[src/rtl/axi4_lite_pkg.sv]
// Shared AXI4-Lite definitions: response codes, the master FSM state
// enum (reused by other bus masters) and a response-error helper.
package axi4_lite_pkg;

    localparam logic [1:0] RESP_OKAY   = 2'b00;
    localparam logic [1:0] RESP_EXOKAY = 2'b01;
    localparam logic [1:0] RESP_SLVERR = 2'b10;
    localparam logic [1:0] RESP_DECERR = 2'b11;

    typedef enum logic [2:0] {
        MST_IDLE,
        MST_RD,
        MST_WR,
        MST_WR_B,
        MST_RESP
    } axi_mst_state_e;

    // EXOKAY counts as success; only SLVERR/DECERR are errors.
    function automatic logic resp_is_err(input logic [1:0] resp);
        return (resp == RESP_SLVERR) || (resp == RESP_DECERR);
    endfunction

endpackage

[src/rtl/axi4_lite_if.sv]
// AXI4-Lite bus bundle with initiator (master) and target (slave) views.
interface axi4_lite_interface #(
    parameter int ADDR_W = 32,
    parameter int DATA_W = 32
);
    logic [ADDR_W-1:0]   araddr;
    logic                arvalid;
    logic                arready;
    logic [DATA_W-1:0]   rdata;
    logic [1:0]          rresp;
    logic                rvalid;
    logic                rready;
    logic [ADDR_W-1:0]   awaddr;
    logic                awvalid;
    logic                awready;
    logic [DATA_W-1:0]   wdata;
    logic [DATA_W/8-1:0] wstrb;
    logic                wvalid;
    logic                wready;
    logic [1:0]          bresp;
    logic                bvalid;
    logic                bready;

    modport master (
        output araddr, arvalid, rready, awaddr, awvalid, wdata, wstrb, wvalid, bready,
        input  arready, rdata, rresp, rvalid, awready, wready, bresp, bvalid
    );

    modport slave (
        input  araddr, arvalid, rready, awaddr, awvalid, wdata, wstrb, wvalid, bready,
        output arready, rdata, rresp, rvalid, awready, wready, bresp, bvalid
    );
endinterface

[src/rtl/axi4_lite_watchdog.sv]
// Cycle watchdog for a bus transaction: clear restarts it, enable counts,
// expired flags the last allowed cycle (LIMIT-1).
module axi4_lite_watchdog #(
    parameter int LIMIT = 1024
) (
    input  logic clk,
    input  logic rst,
    input  logic clear,
    input  logic enable,
    output logic expired
);
    localparam int CW = $clog2(LIMIT) + 1;

    logic [CW-1:0] count;

    assign expired = (count == CW'(LIMIT - 1));

    // Count cycles spent waiting on the slave; saturate once expired.
    always_ff @(posedge clk) begin
        if (rst || clear) begin
            count <= '0;
        end else if (enable && !expired) begin
            count <= count + 1'b1;
        end
    end
endmodule

[src/rtl/axi4_lite_lsu_master.sv]
// AXI4-Lite initiator for the LSU: one transaction at a time, read via
// AR/R and write via AW/W/B, single-cycle response pulse back to the core.
// Optional watchdog enabled by defining AXI_TIMEOUT_EN.
module axi4_lite_lsu_master
    import axi4_lite_pkg::*;
#(
    parameter int ADDR_W         = 32,
    parameter int DATA_W         = 32,
    parameter int TIMEOUT_CYCLES = 1024
) (
    input  logic                clk,
    input  logic                rst,
    input  logic                req_valid,
    output logic                req_ready,
    input  logic                req_wen,
    input  logic [ADDR_W-1:0]   req_addr,
    input  logic [DATA_W-1:0]   req_wdata,
    input  logic [DATA_W/8-1:0] req_wstrb,
    output logic                resp_valid,
    output logic [DATA_W-1:0]   resp_rdata,
    output logic                resp_err,
    axi4_lite_interface.master  m_axi
);
    axi_mst_state_e state_q, state_d;

    logic                arvalid_q, arvalid_d;
    logic                rready_q, rready_d;
    logic                awvalid_q, awvalid_d;
    logic                wvalid_q, wvalid_d;
    logic                bready_q, bready_d;
    logic                aw_done_q, aw_done_d;
    logic                w_done_q, w_done_d;
    logic [ADDR_W-1:0]   addr_q, addr_d;
    logic [DATA_W-1:0]   wdata_q, wdata_d;
    logic [DATA_W/8-1:0] wstrb_q, wstrb_d;
    logic                resp_valid_q, resp_valid_d;
    logic [DATA_W-1:0]   resp_rdata_q, resp_rdata_d;
    logic                resp_err_q, resp_err_d;
    logic                timeout_hit;

`ifdef AXI_TIMEOUT_EN
    logic wd_clear;
    logic wd_enable;

    assign wd_clear  = (state_q == MST_IDLE) && req_valid;
    assign wd_enable = (state_q == MST_RD) || (state_q == MST_WR) || (state_q == MST_WR_B);

    axi4_lite_watchdog #(
        .LIMIT (TIMEOUT_CYCLES)
    ) u_watchdog (
        .clk     (clk),
        .rst     (rst),
        .clear   (wd_clear),
        .enable  (wd_enable),
        .expired (timeout_hit)
    );
`else
    // Without the watchdog the limit has no meaning; the master waits forever.
    assign timeout_hit = 1'b0 & (TIMEOUT_CYCLES > 0);
`endif

    assign req_ready     = (state_q == MST_IDLE);
    assign resp_valid    = resp_valid_q;
    assign resp_rdata    = resp_rdata_q;
    assign resp_err      = resp_err_q;
    assign m_axi.araddr  = addr_q;
    assign m_axi.awaddr  = addr_q;
    assign m_axi.wdata   = wdata_q;
    assign m_axi.wstrb   = wstrb_q;
    assign m_axi.arvalid = arvalid_q;
    assign m_axi.rready  = rready_q;
    assign m_axi.awvalid = awvalid_q;
    assign m_axi.wvalid  = wvalid_q;
    assign m_axi.bready  = bready_q;

    // Next-state and next-value logic for every registered bus/response output.
    always_comb begin
        state_d      = state_q;
        arvalid_d    = arvalid_q;
        rready_d     = rready_q;
        awvalid_d    = awvalid_q;
        wvalid_d     = wvalid_q;
        bready_d     = bready_q;
        aw_done_d    = aw_done_q;
        w_done_d     = w_done_q;
        addr_d       = addr_q;
        wdata_d      = wdata_q;
        wstrb_d      = wstrb_q;
        resp_valid_d = 1'b0;
        resp_rdata_d = resp_rdata_q;
        resp_err_d   = resp_err_q;

        case (state_q)
            MST_IDLE: begin
                if (req_valid) begin
                    addr_d  = req_addr;
                    wdata_d = req_wdata;
                    wstrb_d = req_wstrb;
                    if (req_wen) begin
                        state_d   = MST_WR;
                        awvalid_d = 1'b1;
                        wvalid_d  = 1'b1;
                        aw_done_d = 1'b0;
                        w_done_d  = 1'b0;
                    end else begin
                        state_d   = MST_RD;
                        arvalid_d = 1'b1;
                        rready_d  = 1'b1;
                    end
                end
            end
            MST_RD: begin
                if (arvalid_q && m_axi.arready) begin
                    arvalid_d = 1'b0;
                end
                if (m_axi.rvalid && rready_q) begin
                    arvalid_d    = 1'b0;
                    rready_d     = 1'b0;
                    resp_rdata_d = m_axi.rdata;
                    resp_err_d   = resp_is_err(m_axi.rresp);
                    resp_valid_d = 1'b1;
                    state_d      = MST_RESP;
                end
            end
            MST_WR: begin
                if (awvalid_q && m_axi.awready) begin
                    awvalid_d = 1'b0;
                    aw_done_d = 1'b1;
                end
                if (wvalid_q && m_axi.wready) begin
                    wvalid_d = 1'b0;
                    w_done_d = 1'b1;
                end
                if (aw_done_d && w_done_d) begin
                    bready_d = 1'b1;
                    state_d  = MST_WR_B;
                end
            end
            MST_WR_B: begin
                if (m_axi.bvalid && bready_q) begin
                    bready_d     = 1'b0;
                    resp_rdata_d = '0;
                    resp_err_d   = resp_is_err(m_axi.bresp);
                    resp_valid_d = 1'b1;
                    state_d      = MST_RESP;
                end
            end
            MST_RESP: begin
                state_d = MST_IDLE;
            end
            default: begin
                state_d = MST_IDLE;
            end
        endcase

        // A stalled slave is abandoned: release the bus and report an error.
        if (timeout_hit &&
            ((state_q == MST_RD) || (state_q == MST_WR) || (state_q == MST_WR_B))) begin
            arvalid_d    = 1'b0;
            rready_d     = 1'b0;
            awvalid_d    = 1'b0;
            wvalid_d     = 1'b0;
            bready_d     = 1'b0;
            resp_rdata_d = '0;
            resp_err_d   = 1'b1;
            resp_valid_d = 1'b1;
            state_d      = MST_RESP;
        end
    end

    // State and output registers; reset abandons any transaction in flight.
    always_ff @(posedge clk) begin
        if (rst) begin
            state_q      <= MST_IDLE;
            arvalid_q    <= 1'b0;
            rready_q     <= 1'b0;
            awvalid_q    <= 1'b0;
            wvalid_q     <= 1'b0;
            bready_q     <= 1'b0;
            aw_done_q    <= 1'b0;
            w_done_q     <= 1'b0;
            addr_q       <= '0;
            wdata_q      <= '0;
            wstrb_q      <= '0;
            resp_valid_q <= 1'b0;
            resp_rdata_q <= '0;
            resp_err_q   <= 1'b0;
        end else begin
            state_q      <= state_d;
            arvalid_q    <= arvalid_d;
            rready_q     <= rready_d;
            awvalid_q    <= awvalid_d;
            wvalid_q     <= wvalid_d;
            bready_q     <= bready_d;
            aw_done_q    <= aw_done_d;
            w_done_q     <= w_done_d;
            addr_q       <= addr_d;
            wdata_q      <= wdata_d;
            wstrb_q      <= wstrb_d;
            resp_valid_q <= resp_valid_d;
            resp_rdata_q <= resp_rdata_d;
            resp_err_q   <= resp_err_d;
        end
    end
endmodule

[src/flat_wrapper.sv]
// flat-port wrapper written by rule: the top's interface ports become plain ports
module axi4_lite_lsu_master_flat import axi4_lite_pkg::*;
#(
    parameter int ADDR_W         = 32,
    parameter int DATA_W         = 32,
    parameter int TIMEOUT_CYCLES = 1024
)
  (clk, rst, req_valid, req_ready, req_wen, req_addr, req_wdata, req_wstrb, resp_valid, resp_rdata, resp_err, m_axi_araddr, m_axi_arvalid, m_axi_rready, m_axi_awaddr, m_axi_awvalid, m_axi_wdata, m_axi_wstrb, m_axi_wvalid, m_axi_bready, m_axi_arready, m_axi_rdata, m_axi_rresp, m_axi_rvalid, m_axi_awready, m_axi_wready, m_axi_bresp, m_axi_bvalid);
  axi4_lite_interface #(.ADDR_W(ADDR_W), .DATA_W(DATA_W)) m_axi_i ();
  input  logic clk;
  input  logic rst;
  input  logic req_valid;
  output logic req_ready;
  input  logic req_wen;
  input  logic [ADDR_W-1:0] req_addr;
  input  logic [DATA_W-1:0] req_wdata;
  input  logic [DATA_W/8-1:0] req_wstrb;
  output logic resp_valid;
  output logic [DATA_W-1:0] resp_rdata;
  output logic resp_err;
  output wire logic [$bits(m_axi_i.araddr)-1:0] m_axi_araddr;
  output wire logic [$bits(m_axi_i.arvalid)-1:0] m_axi_arvalid;
  output wire logic [$bits(m_axi_i.rready)-1:0] m_axi_rready;
  output wire logic [$bits(m_axi_i.awaddr)-1:0] m_axi_awaddr;
  output wire logic [$bits(m_axi_i.awvalid)-1:0] m_axi_awvalid;
  output wire logic [$bits(m_axi_i.wdata)-1:0] m_axi_wdata;
  output wire logic [$bits(m_axi_i.wstrb)-1:0] m_axi_wstrb;
  output wire logic [$bits(m_axi_i.wvalid)-1:0] m_axi_wvalid;
  output wire logic [$bits(m_axi_i.bready)-1:0] m_axi_bready;
  input wire logic [$bits(m_axi_i.arready)-1:0] m_axi_arready;
  input wire logic [$bits(m_axi_i.rdata)-1:0] m_axi_rdata;
  input wire logic [$bits(m_axi_i.rresp)-1:0] m_axi_rresp;
  input wire logic [$bits(m_axi_i.rvalid)-1:0] m_axi_rvalid;
  input wire logic [$bits(m_axi_i.awready)-1:0] m_axi_awready;
  input wire logic [$bits(m_axi_i.wready)-1:0] m_axi_wready;
  input wire logic [$bits(m_axi_i.bresp)-1:0] m_axi_bresp;
  input wire logic [$bits(m_axi_i.bvalid)-1:0] m_axi_bvalid;
  assign m_axi_araddr = m_axi_i.araddr;
  assign m_axi_arvalid = m_axi_i.arvalid;
  assign m_axi_rready = m_axi_i.rready;
  assign m_axi_awaddr = m_axi_i.awaddr;
  assign m_axi_awvalid = m_axi_i.awvalid;
  assign m_axi_wdata = m_axi_i.wdata;
  assign m_axi_wstrb = m_axi_i.wstrb;
  assign m_axi_wvalid = m_axi_i.wvalid;
  assign m_axi_bready = m_axi_i.bready;
  assign m_axi_i.arready = m_axi_arready;
  assign m_axi_i.rdata = m_axi_rdata;
  assign m_axi_i.rresp = m_axi_rresp;
  assign m_axi_i.rvalid = m_axi_rvalid;
  assign m_axi_i.awready = m_axi_awready;
  assign m_axi_i.wready = m_axi_wready;
  assign m_axi_i.bresp = m_axi_bresp;
  assign m_axi_i.bvalid = m_axi_bvalid;
  axi4_lite_lsu_master #(.ADDR_W(ADDR_W), .DATA_W(DATA_W), .TIMEOUT_CYCLES(TIMEOUT_CYCLES)) u_core (.clk(clk), .rst(rst), .req_valid(req_valid), .req_ready(req_ready), .req_wen(req_wen), .req_addr(req_addr), .req_wdata(req_wdata), .req_wstrb(req_wstrb), .resp_valid(resp_valid), .resp_rdata(resp_rdata), .resp_err(resp_err), .m_axi(m_axi_i));
endmodule
[config.mk]
export PLATFORM = sky130hd
export DESIGN_NAME = axi4_lite_lsu_master_flat
export DESIGN_NICKNAME = d
export VERILOG_FILES = /design/src/rtl/axi4_lite_pkg.sv /design/src/rtl/axi4_lite_if.sv /design/src/rtl/axi4_lite_watchdog.sv /design/src/rtl/axi4_lite_lsu_master.sv /design/src/flat_wrapper.sv
export SDC_FILE = /design/constraint.sdc
export NUM_CORES = 1
export LEC_CHECK = 0
export BUFFER_PORTS_ARGS = -buffer_cell sky130_fd_sc_hd__buf_2
export CAP_MARGIN = 20
export CORE_MARGIN = 1.5
export CORE_UTILIZATION = 44
export CTS_BUF_LIST = sky130_fd_sc_hd__clkbuf_4 sky130_fd_sc_hd__clkbuf_8
export DETAILED_ROUTE_END_ITERATION = 16
export PLACE_DENSITY = 0.83
export SLEW_MARGIN = 20
export SYNTH_ARGS = -nofsm -noshare
export SYNTH_HDL_FRONTEND = slang
export SYNTH_HIERARCHICAL = 1
export SYNTH_SLANG_ARGS = --single-unit
[constraint.sdc]
create_clock -name clk -period 1.85 [get_ports clk]
set_input_delay 0.555 -clock clk [delete_from_list [all_inputs] [get_ports clk]]
set_output_delay 0.555 -clock clk [all_outputs]
set_load 0.02 [all_outputs]
---- After elaboration in Yosys (flattened, before gate mapping) ----
Index checks and enable logic that the tools add are counted.
storage, ports and cells
  output and inout bits ................... 140
  bits of input ports ..................... 113
  logic and storage cells ................. 91
  register bits ........................... 112
cells by class
  reductions and logical operators ........ 22
  equal/unequal tests ..................... 16
  mux-type cells .......................... 39
operator list
  cell                  number
  $mux W32              2
  $pmux W32 S2          1
  $mux W1               21
  $reduce_and A4 Y1     5
  $pmux W1 S2           9
  $mux W3               4
  $ne A2 B1 Y1 const B  6
  $pmux W3 S4           1
  $reduce_and A3 Y1     3
  $eq A2 B2 Y1 const B  4
  $reduce_bool A2 Y1    4
  $eq A3 B2 Y1 const B  2
  $logic_and A1 B1 Y1   6
  $ne A2 B2 Y1 const B  2
  $eq A3 B1 Y1 const B  1
  $logic_not A3 Y1      1
  $ne A3 B1 Y1 const B  1
  $logic_or A1 B1 Y1    2
  $mux W2               1
  $reduce_and A2 Y1     1

---- Longest topological paths before layout ----
Gate-level depths: netlist of run 1.
  word-level depth ........................ 6
  depth in mapped cells ................... 7
  gate-level depth less buffers ........... 4

---- Worst setup path after synthesis of run 1 ----
Ideal clock, no wire load.
  path type ............................... input -> register
  start ................................... input port rst
  end ..................................... register u_core.addr_q[29] (netlist: u_core/m_axi.araddr[29])
  library setup time ...................... 132 ps
  path buffers ............................ 3
  cell stages on the path ................. 4
  data arrival time ....................... 1485 ps
  slack ................................... 232 ps
  required time ........................... 1718 ps
  path through ............................ clkbuf_1 -> clkbuf_1 -> clkbuf_1 -> a21oi_1
RTL lines
  element               line                         RTL
  start, declared       flat_wrapper.sv:11           input logic rst;
  end signal, assigned  axi4_lite_lsu_master.sv:197  addr_q <= addr_d;
  end, declared         axi4_lite_lsu_master.sv:33   logic [ADDR_W-1:0] addr_q, addr_d;
No word-level cell between the ends.

---- Worst setup path after layout of run 1 ----
  start ................................... register u_core.state_q[0]
  end ..................................... output port req_ready
between the ends
  longest elaborated chain between the ends .. 1
ends and longest elaborated chain
  element                 line                         RTL
  start, declared         axi4_lite_lsu_master.sv:24   axi_mst_state_e state_q, state_d;
  start signal, assigned  axi4_lite_lsu_master.sv:189  state_q <= state_d;
  $logic_not A3 Y1        axi4_lite_lsu_master.sv:62   assign req_ready = (state_q == MST_IDLE);
  end, declared           flat_wrapper.sv:13           output logic req_ready;
Every way passes these cells.

==> results of run 1 <==
-- report_power, final --
part	switching [mW]	leakage, nW	internal, mW	total, mW
logic	0.947	1.73	0.540	1.49
clock network	0.810	0.109	0.683	1.49
registers	0.125	0.914	2.62	2.74
total	1.88	2.75	3.84	5.72
-- repair_timing --
action	CTS	global route
endpoints found under the setup margin	33	1
endpoints found under the hold margin	0	0
gates cloned	0	0
pin swaps	0	0
resized for setup	2	2
-- cell type report --
cell class / instances / area [sq um]
clock buffers: 10 / 138
clock inverters: 6 / 72.6
fillers: 813 / 3650
inverters: 2 / 7.51
multi-input cells: 287 / 1520
flip-flops and latches: 112 / 2240
well taps: 111 / 139
repair buffers: 268 / 1430
-- cell usage after synthesis --
cell type and number:
dfxtp_1 112, nor3_2 1, nor4b_2 1, a2111oi_2 2, nor4b_1 2, a21oi_1 74
clkbuf_1 22, nor4_4 1, or4b_1 1, mux2i_1 1, nand2_1 142, or2_2 1
buf_2 7, nand2b_1 1, nand3b_1 1, nor2_4 1, and3_1 1, inv_2 1
inv_1 1, a22o_1 32, buf_4 34, o21ai_0 2, a2111oi_0 1, buf_6 3
nor4_1 1, a22oi_1 1, nand3_1 1, nor3_1 1, a211oi_1 1, a32oi_1 2
nand4_1 1, nor2_1 8, nor3b_1 1, nor3b_2 1, a21bo_2 1, nor4_2 1
nor2b_1 2
-- routing by layer --
layer | share of wire [%] | vias to the layer above
met5 | 0 | -
met4 | 1.2 | 0
met3 | 6.0 | 10
met2 | 54 | 158
met1 | 39 | 1829
li1 | - | 1956
-- cells by family after synthesis --
group / Yosys count
buffers and inverters: 68
DFF: 112
and+or+nand+nor: 170
muxes: 1
AOI/OAI and AO/OA: 116
-- registers in the layout, indices dropped and copies added (netlist names), 3 cells and up --
register / count
u_core/m_axi.araddr: 32
u_core/resp_rdata: 32
u_core/m_axi.wstrb: 4
u_core/state_q: 3
u_core/m_axi.wdata: 32
-- through the flow --
step	TNS, ns	power (mW)
5_1_grt	-0.000639	6.04
2_1_floorplan	0	3.81
6_report	0	5.72
3_5_place_dp	-8.49	4.28
4_1_cts	0	5.80
3_3_place_gp	-4.42	4.22
-- worst min-delay path by stage --
stage | end | slack [ns] | depth (start not counted)
floorplan | u_core/aw_done_q | 0.45 | 2
global placement | u_core/m_axi.wdata[9] | 0.44 | 2
detailed placement | u_core/m_axi.wdata[29] | 0.44 | 2
CTS | u_core/resp_rdata[0] | 0.38 | 2
global route | u_core/resp_rdata[6] | 0.38 | 2
finish | u_core/resp_rdata[0] | 0.40 | 2
==> results.toml, run 1 <==
[run_status]
status = "complete, no violations"

[final_layout]
final_area_sq_um = 5540
diodes = 0
final_common_cell = "buf_2"
drive_above_1_share_pct = 43.8
final_core_utilization_pct = 60.3
layoutNonFillerInstCount = 796
fin_nets = 793
area_delta_synth_final_pct = 33.6
layout_common_cells = "buf_2, nand2_1, dfxtp_1"

[sta]
min_period_over_period_pct = 97.1
timing.final.ws_setup_ns = 0.0537
drv_slew = 0
final_hold_viol_count = 0
clock_skew_ns = 0.0176
post-route-min-period_ns = 1.80
worst_pin_slew_ns = 0.714
final-setup-viol-count = 0
relSlewSlack_pct = 52.3
fmax_ghz = 0.557
fin_hold_ws_ns = 0.404

[critical_path]
cp.arrival_ns = 1.24
r2r_start = "u_core/state_q[2]"
worstSetupPathType = "reg2out"
critPathMostFrequentCell = "buf_4"
crit_family = "flip-flops"
worstReg2RegEnd = "u_core/m_axi.araddr[15]"
r2r_setup_slack_ns = 0.19
crit_buf_inv = 2
cp_num_cells = 3
crit_slowest_cell = "dfxtp_2"
cp_cell_sequence = "buf_4 -> nor3_2 -> buf_4"
rr_worst_depth = 4
crit_start = "u_core/state_q[0]"
end_kind = "output port"
critical_path_peak_fanout = 6
cp-endpoint = "req_ready"
start_kind = "register"
required_ns = 1.29
slowest_delay_ns = 0.36

[grt]
gr-max-usage-layer = "met2"
grt.met1_usage_pct = 20.7
gr-usage-all-layers_pct = 20.3
grt_max_degree = 82
grt_pass1_vias = 3737
grt_remaining_overflow = 0
antenna_found_initial = 0
grt_pass1_wl_mm = 16.2
grt.met3_usage_pct = 4.46
met2_usage_pct = 39.7

[worst_hold_path]
hold_path_class = "in2reg"
min_from = "m_axi_rdata[0]"

[routing]
vias_per_cell = 4.97
wl_per_cell_um = 13.5
drc_errors = 0
wl_mm = 10.7
dr.pass1.iters = 6
drtAntennaViolNets = 0
via_count = 3953
drtIter0Drc = 131

[synth]
syn_area_per_cell_sq_um = 8.89
ys_top_cells_by_area = "dfxtp_1, nand2_1, a21oi_1"
synth-adder-area-share_pct = 0
ys_ff_latch = 112
ys_seq_area_share_pct = 54.0
synth_warnings = 6
netlist_area_sq_um = 4150
syn-num-nets = 580
synth_top_family_by_area = "compound AO/OA/AOI/OAI gates"
synth_top_area_share_pct = 54.0
yosysUniqueCellTypes = 37
yosysTopAreaCell = "dfxtp_1"
synthMuxAreaShare_pct = 0.241
synthCells = 467
synth_xor_area_share_pct = 0
synth_compound_area_share_pct = 17.9
yosys.area_share.simple_pct = 17.9

[place]
dp.final_hpwl_mm = 7.92
io_buffers = 250
gp_congestion = 0.838
placed_area_sq_um = 5320
dp_cells = 780
dp_slack_ns = -0.253

[power]
leakage_nw = 2.75
peakVddDrop_mv = 0.409
power_density_nw_per_um2 = 1030

[clocking]
clock_path_buffers = 2
cts_buffers = 9
path_clk_slew_ns = 0.10
clockRootBuffer = "clkbuf_8"
cts_max_level = 3
cts_tree = "built"
post-cts-setup-buffers = 0
clock_latency_ns = 0.36
cts_hold_buf = 0
clock-sinks = 112

[die]
rows = 35
die_h_um = 100
core_area_sq_um = 9200
num_io_pins = 253
dieWidth_um = 100
start_util_pct = 45.1
die_area_sq_um = 10000

[job]
drv_cap = 0
Power figures use the tool's default switching activity.
==> inputs of run 2 (changes only) <==
- CORE_AREA: unset -> 2 2 99 101
- CORE_MARGIN: 1.5 -> unset
- CORE_UTILIZATION: 44 -> unset
- DIE_AREA: unset -> 0 0 101 103
- clock period: 1.85 -> 2.2 ns (I/O delays scaled with it)
==> run 2 against run 1 <==
Wire length down 0.98%; clock-buffer cell count unchanged; non-clock buffer count down 7; sequential power down 15%; sequential cell count unchanged; die area up 3.8%; sequential share of layout area up 0.23 points; via count down 1.8%; worst hold slack better by 0.055 ns; register-to-register slack better by 0.17 ns; largest power group unchanged.
==> results.toml, run 2 (synthesized netlist as in run 1, its figures left out) <==
[grt]
gr-usage-all-layers_pct = 18.9
grt_pass1_wl_mm = 15.7
grt_pass1_vias = 3432
antenna_found_initial = 0
grt_max_degree = 53
grt_remaining_overflow = 0

[clocking]
cts-resized-gates = 0
cts_hold_buf = 0
cts_buffers = 9
clock_path_buffers = 2
clockRootBuffer = "clkbuf_8"
cts_tree = "built"
post-cts-setup-buffers = 0
cts_max_level = 3
clock_latency_ns = 0.36
path_clk_slew_ns = 0.10
clock-sinks = 112

[final_layout]
area_delta_synth_final_pct = 32.7
layout_common_cells = "buf_2, nand2_1, dfxtp_1"
diodes = 0
final_common_cell = "buf_2"
fin_nets = 786
drive_above_1_share_pct = 42.9

[sta]
worst_pin_slew_ns = 0.702
timing.final.ws_setup_ns = 0.157
final-setup-viol-count = 0
min_period_over_period_pct = 92.9
final_hold_viol_count = 0
fmax_ghz = 0.489
drv_slew = 0
relSlewSlack_pct = 53.1
rsz0062_at_grt = "no"
clock_skew_ns = 0.0112
post-route-min-period_ns = 2.04

[place]
dp_slack_ns = -0.0402
gp_congestion = 0.810
io_buffers = 250
dp.final_hpwl_mm = 7.76

[die]
core_area_sq_um = 9460
die_area_sq_um = 10400
num_io_pins = 253
start_util_pct = 43.9
die_h_um = 103
dieWidth_um = 101
rows = 36

[critical_path]
cp_cell_sequence = "buf_4 -> nor3_1 -> buf_2"
r2r_setup_slack_ns = 0.36
cp-endpoint = "req_ready"
cp.arrival_ns = 1.38
critical_path_peak_fanout = 11
worstSetupPathType = "reg2out"
r2r_start = "u_core/state_q[2]"
required_ns = 1.54
rr_worst_depth = 6
worstReg2RegEnd = "u_core/m_axi.arvalid"
crit_slowest_cell = "dfxtp_1"
start_kind = "register"
end_kind = "output port"
slowest_delay_ns = 0.56
crit_start = "u_core/state_q[1]"

[power]
report.power.total_mw = 4.91
peakVddDrop_mv = 0.433
leakage_nw = 2.73
power_density_nw_per_um2 = 891

[routing]
drtIter0Drc = 111
dr.pass1.iters = 4
via_count = 3881
wl_per_cell_um = 13.4
drc_errors = 0
wl_mm = 10.6
drtAntennaViolNets = 0
vias_per_cell = 4.90

[job]
drv_cap = 0

[run_status]
status = "complete, no violations"

[worst_hold_path]
hold_path_class = "reg2reg"
==> run 2: worst min path at each step <==
stage	to	slack [ns]	depth (start not counted)	start
floorplan	u_core/aw_done_q	0.45	2	u_core/aw_done_q
detailed placement	u_core/m_axi.wdata[1]	0.44	2	u_core/m_axi.wdata[1]
CTS	u_core/m_axi.wdata[1]	0.46	2	u_core/m_axi.wdata[1]
global placement	u_core/m_axi.wdata[13]	0.44	2	u_core/m_axi.wdata[13]
global route	u_core/resp_rdata[18]	0.47	2	m_axi_rdata[18]
finish	u_core/m_axi.wdata[12]	0.46	2	u_core/m_axi.wdata[12]
==> run 2: worst max-delay path, delay by kind of cell (launching register included) <==
family | cells | cell delay (ns)
buf+inv | 2 | 0.42
flops | 1 | 0.56
simple gates | 1 | 0.05
==> run 2: per-stage QoR <==
stage / TNS, ns / hold slack (ns) / util [%] / std cells / area [sq um]
after global routing: 0 / 0.472 / 58.2 / 792 / 5510
after floorplan: 0 / 0.455 / - / 467 / 4150
after CTS: 0 / 0.459 / 58.2 / 792 / 5500
after detailed placement: -0.532 / 0.444 / 55.7 / 776 / 5270
after global placement: 0 / 0.440 / 55.7 / 776 / 5270
final: 0 / 0.459 / 58.2 / 792 / 5510
==> run 2: cell type report <==
class,count,area (sq um)
Sequential cell,112,2240
Timing Repair Buffer,261,1370
Inverter,2,7.51
Tap cell,114,143
Multi-Input combinational cell,287,1510
Clock buffer,10,138
Fill cell,823,3950
Clock inverter,6,95.1
==> run 2: report_power, final <==
group          total, mW  switching [mW]  internal (mW)
combinational       1.21           0.775          0.438
clock               1.38           0.688          0.690
sequential          2.32           0.117           2.20
==> run 2: routing by layer <==
metal	global-route usage [%]	vias up	part of all wire, %
met4	6.65	0	0.95
li1	-	1942	-
met5	0	-	0
met2	34.2	177	52
met1	21.4	1755	40
met3	5.49	7	7.4
